**src/rtl/sid_mixer_pkg.sv**
```systemverilog
// Shared types and constants for the SID mixer: FSM state encoding, widths,
// filter-route bit positions and the 6581 direct-path bias.
package sid_pkg;

    typedef enum logic [3:0] {
        IDLE,
        S1,
        S2,
        S3,
        S4,
        OFFER,
        WAIT_FILT,
        MIX,
        V0,
        V1,
        V2,
        V3,
        DONE
    } mix_state_t;

    localparam int SUM_W = 16;
    localparam int OUT_W = 21;

    localparam int ROUTE_V1  = 0;
    localparam int ROUTE_V2  = 1;
    localparam int ROUTE_V3  = 2;
    localparam int ROUTE_EXT = 3;

    localparam logic signed [15:0] DC_6581 = 16'sd1024;

endpackage

```
**src/rtl/sid_mixer_vmul.sv**
```systemverilog
// Four-step serial shift-add volume multiplier: i_start latches the mix,
// then one volume bit is consumed per clock; o_done pulses with the product.
module sid_mixer_vmul #(
    parameter int MIX_W = 17,
    parameter int OUT_W = 21
) (
    input  logic                    clk,
    input  logic                    rst_n,
    input  logic                    i_start,
    input  logic signed [MIX_W-1:0] i_mix,
    input  logic [3:0]              i_vol,
    output logic signed [OUT_W-1:0] o_prod,
    output logic                    o_done
);

    logic                    r_busy;
    logic [1:0]              r_step;
    logic signed [OUT_W-1:0] r_mix;
    logic signed [OUT_W-1:0] r_prod;
    logic                    r_done;

    always_ff @(posedge clk) begin
        if (!rst_n) begin
            r_busy <= 1'b0;
            r_step <= '0;
            r_mix  <= '0;
            r_prod <= '0;
            r_done <= 1'b0;
        end else begin
            r_done <= 1'b0;
            if (i_start) begin
                r_mix  <= OUT_W'(i_mix);
                r_prod <= '0;
                r_step <= '0;
                r_busy <= 1'b1;
            end else if (r_busy) begin
                if (i_vol[r_step]) begin
                    r_prod <= r_prod + (r_mix << r_step);
                end
                r_step <= r_step + 2'd1;
                if (r_step == 2'd3) begin
                    r_busy <= 1'b0;
                    r_done <= 1'b1;
                end
            end
        end
    end

    assign o_prod = r_prod;
    assign o_done = r_done;

endmodule

```
**src/rtl/sid_mixer.sv**
```systemverilog
// SID output mixer: routes voices/ext into filter and direct sums, exchanges
// the filter sum over a valid handshake, then scales the mix by master volume.
// Optional define SID_MIXER_DC_EN adds the 6581 direct-path DC bias.
module sid_mixer
    import sid_pkg::*;
#(
    parameter int                SUM_W   = sid_pkg::SUM_W,
    parameter int                OUT_W   = sid_pkg::OUT_W,
    parameter logic signed [15:0] DC_6581 = sid_pkg::DC_6581
) (
    input  logic                    clock,
    input  logic                    reset_n,
    input  logic                    ce_1m,
    input  logic                    mode,
    input  logic signed [13:0]      voice1,
    input  logic signed [13:0]      voice2,
    input  logic signed [13:0]      voice3,
    input  logic signed [13:0]      ext_in,
    input  logic [3:0]              filt_route,
    input  logic                    voice3_off,
    input  logic [3:0]              volume,
    output logic signed [SUM_W-1:0] filter_in,
    output logic                    filter_in_valid,
    input  logic signed [SUM_W-1:0] filt_out,
    input  logic                    filt_valid,
    output logic signed [OUT_W-1:0] audio_out,
    output logic                    audio_valid,
    output logic                    overrun
);

    mix_state_t r_state, w_next;

    logic signed [13:0]      r_v1, r_v2, r_v3, r_ext;
    logic [3:0]              r_route;
    logic                    r_v3_off;
    logic [3:0]              r_vol;
    logic signed [SUM_W-1:0] r_filt_acc, r_dir_acc, r_filt_ret;
    logic signed [SUM_W-1:0] r_filter_in;
    logic                    r_fiv;
    logic signed [OUT_W-1:0] r_audio_out;
    logic                    r_audio_valid;
    logic                    r_overrun;

    logic signed [13:0]      w_src;
    logic signed [SUM_W-1:0] w_src_ext, w_dir_base;
    logic                    w_to_filt, w_mute;
    logic signed [SUM_W:0]   w_mix;
    logic signed [OUT_W-1:0] w_prod;
    logic                    w_mul_done;

`ifdef SID_MIXER_DC_EN
    logic r_mode;
    assign w_dir_base = (r_state == S1) ? (r_mode ? '0 : SUM_W'(DC_6581)) : r_dir_acc;
`else
    logic w_unused_mode;
    assign w_unused_mode = ^{mode, DC_6581};
    assign w_dir_base    = (r_state == S1) ? '0 : r_dir_acc;
`endif

    always_comb begin
        w_src     = '0;
        w_to_filt = 1'b0;
        w_mute    = 1'b0;
        case (r_state)
            S1: begin w_src = r_v1;  w_to_filt = r_route[ROUTE_V1]; end
            S2: begin w_src = r_v2;  w_to_filt = r_route[ROUTE_V2]; end
            S3: begin w_src = r_v3;  w_to_filt = r_route[ROUTE_V3]; w_mute = r_v3_off; end
            S4: begin w_src = r_ext; w_to_filt = r_route[ROUTE_EXT]; end
            default: ;
        endcase
    end

    assign w_src_ext = SUM_W'(w_src);
    assign w_mix     = (SUM_W+1)'(r_dir_acc) + (SUM_W+1)'(r_filt_ret);

    always_comb begin
        w_next = r_state;
        case (r_state)
            IDLE:      if (ce_1m) w_next = S1;
            S1:        w_next = S2;
            S2:        w_next = S3;
            S3:        w_next = S4;
            S4:        w_next = OFFER;
            OFFER:     w_next = WAIT_FILT;
            WAIT_FILT: if (filt_valid) w_next = MIX;
            MIX:       w_next = V0;
            V0:        w_next = V1;
            V1:        w_next = V2;
            V2:        w_next = V3;
            V3:        w_next = DONE;
            DONE:      w_next = IDLE;
            default:   w_next = IDLE;
        endcase
    end

    always_ff @(posedge clock) begin
        if (!reset_n) begin
            r_state       <= IDLE;
            r_v1          <= '0;
            r_v2          <= '0;
            r_v3          <= '0;
            r_ext         <= '0;
            r_route       <= '0;
            r_v3_off      <= 1'b0;
            r_vol         <= '0;
            r_filt_acc    <= '0;
            r_dir_acc     <= '0;
            r_filt_ret    <= '0;
            r_filter_in   <= '0;
            r_fiv         <= 1'b0;
            r_audio_out   <= '0;
            r_audio_valid <= 1'b0;
            r_overrun     <= 1'b0;
`ifdef SID_MIXER_DC_EN
            r_mode        <= 1'b0;
`endif
        end else begin
            r_state       <= w_next;
            r_audio_valid <= 1'b0;
            if (ce_1m && r_state != IDLE) begin
                r_overrun <= 1'b1;
            end
            case (r_state)
                IDLE: if (ce_1m) begin
                    r_v1       <= voice1;
                    r_v2       <= voice2;
                    r_v3       <= voice3;
                    r_ext      <= ext_in;
                    r_route    <= filt_route;
                    r_v3_off   <= voice3_off;
                    r_vol      <= volume;
                    r_filt_acc <= '0;
                    r_dir_acc  <= '0;
`ifdef SID_MIXER_DC_EN
                    r_mode     <= mode;
`endif
                end
                // A muted voice 3 is dropped only when it is not routed to the filter.
                S1, S2, S3, S4: begin
                    r_filt_acc <= r_filt_acc + (w_to_filt ? w_src_ext : '0);
                    r_dir_acc  <= w_dir_base + ((w_to_filt || w_mute) ? '0 : w_src_ext);
                end
                OFFER: begin
                    r_filter_in <= r_filt_acc;
                    r_fiv       <= 1'b1;
                end
                WAIT_FILT: if (filt_valid) begin
                    r_filt_ret <= filt_out;
                    r_fiv      <= 1'b0;
                end
                DONE: if (w_mul_done) begin
                    r_audio_out   <= w_prod;
                    r_audio_valid <= 1'b1;
                end
                default: ;
            endcase
        end
    end

    sid_mixer_vmul #(
        .MIX_W (SUM_W + 1),
        .OUT_W (OUT_W)
    ) u_vmul (
        .clk     (clock),
        .rst_n   (reset_n),
        .i_start (r_state == MIX),
        .i_mix   (w_mix),
        .i_vol   (r_vol),
        .o_prod  (w_prod),
        .o_done  (w_mul_done)
    );

    assign filter_in       = r_filter_in;
    assign filter_in_valid = r_fiv;
    assign audio_out       = r_audio_out;
    assign audio_valid     = r_audio_valid;
    assign overrun         = r_overrun;

endmodule
```
**config.mk**
```make
export PLATFORM = sky130hd
export DESIGN_NAME = sid_mixer
export DESIGN_NICKNAME = d
export VERILOG_FILES = /design/src/rtl/sid_mixer_pkg.sv /design/src/rtl/sid_mixer_vmul.sv /design/src/rtl/sid_mixer.sv
export SDC_FILE = /design/constraint.sdc
export NUM_CORES = 1
export LEC_CHECK = 0
export BUFFER_PORTS_ARGS = -buffer_cell sky130_fd_sc_hd__buf_2
export CAP_MARGIN = 25
export CORE_MARGIN = 1
export CORE_UTILIZATION = 45
export DETAILED_ROUTE_END_ITERATION = 10
export PLACE_DENSITY_LB_ADDON = 0.12
export SETUP_SLACK_MARGIN = 0.5
export SYNTH_ARGS = -nofsm -noshare
export SYNTH_HDL_FRONTEND = slang
export SYNTH_SLANG_ARGS = --single-unit
```
**constraint.sdc**
```tcl
create_clock -name clock -period 9.14 [get_ports clock]
set_input_delay 0.457 -clock clock [delete_from_list [all_inputs] [get_ports clock]]
set_output_delay 0.457 -clock clock [all_outputs]
set_load 0.02 [all_outputs]
```
==> impl_metrics.tcl <==
set metrics [dict create \
    top_layer_used "met4" \
    synth_top_area_share 0.354 \
    max_cap_viol_count 0 \
    crit_family "compound AO/OA/AOI/OAI gates" \
    vias_per_cell 5.34 \
    ff2ff_setup_slack_ns 4.37 \
    met2_length_um 13000 \
    sw_frac_of_total 0.268 \
    port_buffers 124 \
    antenna_found_initial 0 \
    synth_area_um2 11300 \
    cts.sinks 199 \
    synth_nets 1529 \
    ioPinCount 126 \
    start_util 0.461 \
    setup_viol 0 \
    startpoint "r_state[1]$_SDFFE_PN0P_" \
    grt_pass1_wl_um 44500 \
    fill_cells 2446 \
    netlist_instances 1372 \
    dieArea_um2 25600 \
    cts_tree "yes" \
    clock_latency_ns 0.45 \
    cts_buffers 17 \
    ctsResizeCount 0 \
    worstSetupPathDepth 13 \
    critical_path_buf_inv_count 0 \
    ant_nets 0 \
    crit_path_max_incr_delay_ns 0.81 \
    wl_per_cell_um 14.7 \
    timing.rr.start "r_state[1]$_SDFFE_PN0P_" \
    grt_pass1_vias 9253 \
    grt_util_all_layers 0.210 \
    hpwlAfterDp_um 19000 \
    fin_ws_ns 4.37 \
    yosysWarningCount 0 \
    synthFlopType "dfxtp_1" \
    ir_worst_vdd_mv 0.131 \
    startpoint_type "flop" \
    synth_edf_count 0 \
    clock-root-buffer "clkbuf_16" \
    nNetsFinal 1603 \
    drt_wl_total_um 26200 \
    diodes 0 \
    wl_met1_um 12200 \
    gp_congestion 0.822 \
    area_growth_pct 13.3 \
    htreeDepth 4 \
    period_needed_ns 4.77 \
    overflow 0 \
    synth.distinct_cells 66 \
    ys_ff_latch 199 \
    combPwrFrac 0.087 \
    die_y_um 160 \
    power_density_nw_per_um2 148 \
    power_switching_mw 0.506 \
    ctsHoldBuffers 0 \
    drc 0 \
    cp_slowest_cell "nor2_1" \
    hold_class "input port to flop" \
    crit_arrival_ns 5.16 \
    synth_area_per_cell_um2 8.20 \
    num_rows 57 \
    tns_ns 0 \
    grt_max_degree 89 \
    tightest_slew_ns 1.03 \
    r2r_cells 13 \
    final-hold-violation-count 0 \
    crit_path_end_kind "flop" \
    slew_viol_final 0 \
    clock_skew_ns 0.0170 \
    dr_total_vias 9529 \
    hp-start "ext_in[8]" \
    yosysTopAreaCell "dfxtp_1" \
    hold_slack_ns 0.248 \
    die_x_um 160 \
    clk_path_buf_depth 2 \
    fmax_ghz 0.210 \
    ys_seq_area_frac 0.354 \
    power_frac_clock 0.432 \
    preCtsSetupSlack_ns 4.46 \
    status "complete, no violations" \
    crit_fanout 19 \
    drt_iter0_drc 484 \
    dr.pass1.iters 5 \
    min_path_cells 3 \
    crit_chain "nand2b_1 -> nor2_1 -> a22oi_1 -> a21boi_0 -> ha_1 -> a211oi_1 -> o21ai_0 -> a31oi_1 -> a21oi_1 -> a21o_1 -> a311oi_1 -> nor4bb_1 -> a211o_1" \
    maxSlewHeadroom 0.308 \
    grt_setup_unrepaired "false" \
    synthArstFlopShare 0 \
    fin_crit_sh 0.522 \
    final_util 0.523 \
    crit_type "flop to flop" \
    fp.coreArea_um2 24400 \
    drive_gt1_frac 0.131 \
    clkTransAtPathRegs_ns 0.09 \
    synth_area_leaders "dfxtp_1, nand2_1, a21boi_0" \
    pwr-share-seq 0.481 \
    wl_met3_um 702 \
    post-cts-setup-buffers 0 \
    p_leak_nw 5.21 \
    cp.required_ns 9.53 \
    intPower_mw 1.38 \
]
## registers in the layout, summed over array words and instances (netlist names), 16 cells and up
signal,cells
r_dir_acc,16
audio_out,21
r_filt_ret,16
u_vmul.o_prod,21
u_vmul.r_mix,17
filter_in,16
r_filt_acc,16
## synthesized netlist by cell type, types with 3 or more instances
master,count
and4_1,8
dfxtp_1,199
and2_1,13
nor2b_1,47
a31oi_1,7
o211a_1,3
o21ai_0,64
nand4_1,8
o21a_1,5
or3_1,4
nor3_1,18
and3_1,10
o21bai_1,8
a22oi_1,40
a21o_1,28
buf_1,6
inv_1,22
mux4_2,10
a21oi_1,72
o211ai_1,4
buf_2,4
a21boi_0,139
fa_1,4
a211o_1,3
xor2_1,19
nand2_1,314
nor4_1,4
clkbuf_1,72
mux2i_1,12
ha_1,67
nand3_1,22
nand2b_1,18
a211oi_1,14
nor2_1,25
nor3b_1,3
nand3b_1,6
xnor2_1,30
o31ai_1,4
## power groups by stage
| stage | Sequential [mW] | Clock (mW) | Combinational [mW] |
|---|---|---|---|
| final | 0.908 | 0.815 | 0.163 |
| after global routing | 0.912 | 0.871 | 0.183 |
| after CTS | 0.908 | 0.835 | 0.164 |
| after detailed placement | 0.928 | 0 | 0.163 |
| after global placement | 0.928 | 0 | 0.162 |
| after floorplan | 0.921 | 0 | 0.112 |
## tightest hold or removal path, stage by stage
cell	delay (ns)
buf_2	0.10
nand2_1	0.04
a21boi_0	0.06
## logic make-up (layout without fill, tap and decap cells)
kind of cell,count (synthesis),in the layout,synth area share
AOI/OAI and AO/OA,417,417,0.252
xor gates and xnor gates,49,49,0.0381
adders and majority gates,71,71,0.0816
buffers and inverters,104,191,0.0351
DFF,199,199,0.354
muxes,24,24,0.0327
and+or+nand+nor,508,508,0.207
## stage by stage
step | cell area [um2] | std cells | power, mW
2_1_floorplan | 11300 | 1372 | 1.03
4_1_cts | 12700 | 1782 | 1.91
6_report | 12800 | 1783 | 1.89
3_3_place_gp | 12100 | 1750 | 1.09
5_1_grt | 12800 | 1783 | 1.97
3_5_place_dp | 12100 | 1750 | 1.09
## routing by layer
metal  global-route usage  up-vias
met5                    0        -
met4               0.0602        0
met3               0.0275       24
met2                0.380      151
met1                0.260     4357
li1                     -     4997
## final timing paths
path	end
hold / removal	r_ext[8]$_SDFFE_PN0P_
setup / recovery	r_dir_acc[15]$_SDFFE_PN0P_
setup reg to reg	r_dir_acc[15]$_SDFFE_PN0P_
hold reg to reg	audio_out[6]$_SDFFE_PN0P_
## cell type report
cell class | instances | area [um2] | area share
multi-input combinational | 1069 | 6890 | 0.540
inverter | 22 | 82.6 | 0.00648
timing repair buffer | 137 | 733 | 0.0575
sequential | 199 | 3980 | 0.312
clock buffer | 17 | 425 | 0.0334
clock inverter | 15 | 234 | 0.0183
tap | 324 | 405 | 0.0318
## cells in the final DEF (no fill, tap or decap), drive strengths merged, types with 5 or more instances in the layout
master    n
xnor2    30
nand3b    6
ha       67
inv      27
nand2   314
nand3    22
mux2i    12
dfxtp   199
nand2b   18
clkbuf   17
mux4     10
a31oi     7
a211oi   15
nor2     25
a21oi    73
nor2b    47
a21boi  139
a21o     28
and2     13
and3     11
a22oi    40
o21bai    8
clkinv    8
nand4     8
o21ai    64
xor2     19
o21a      5
buf     137
nor3     18
and4      8
(Power assumes the default switching activity.)
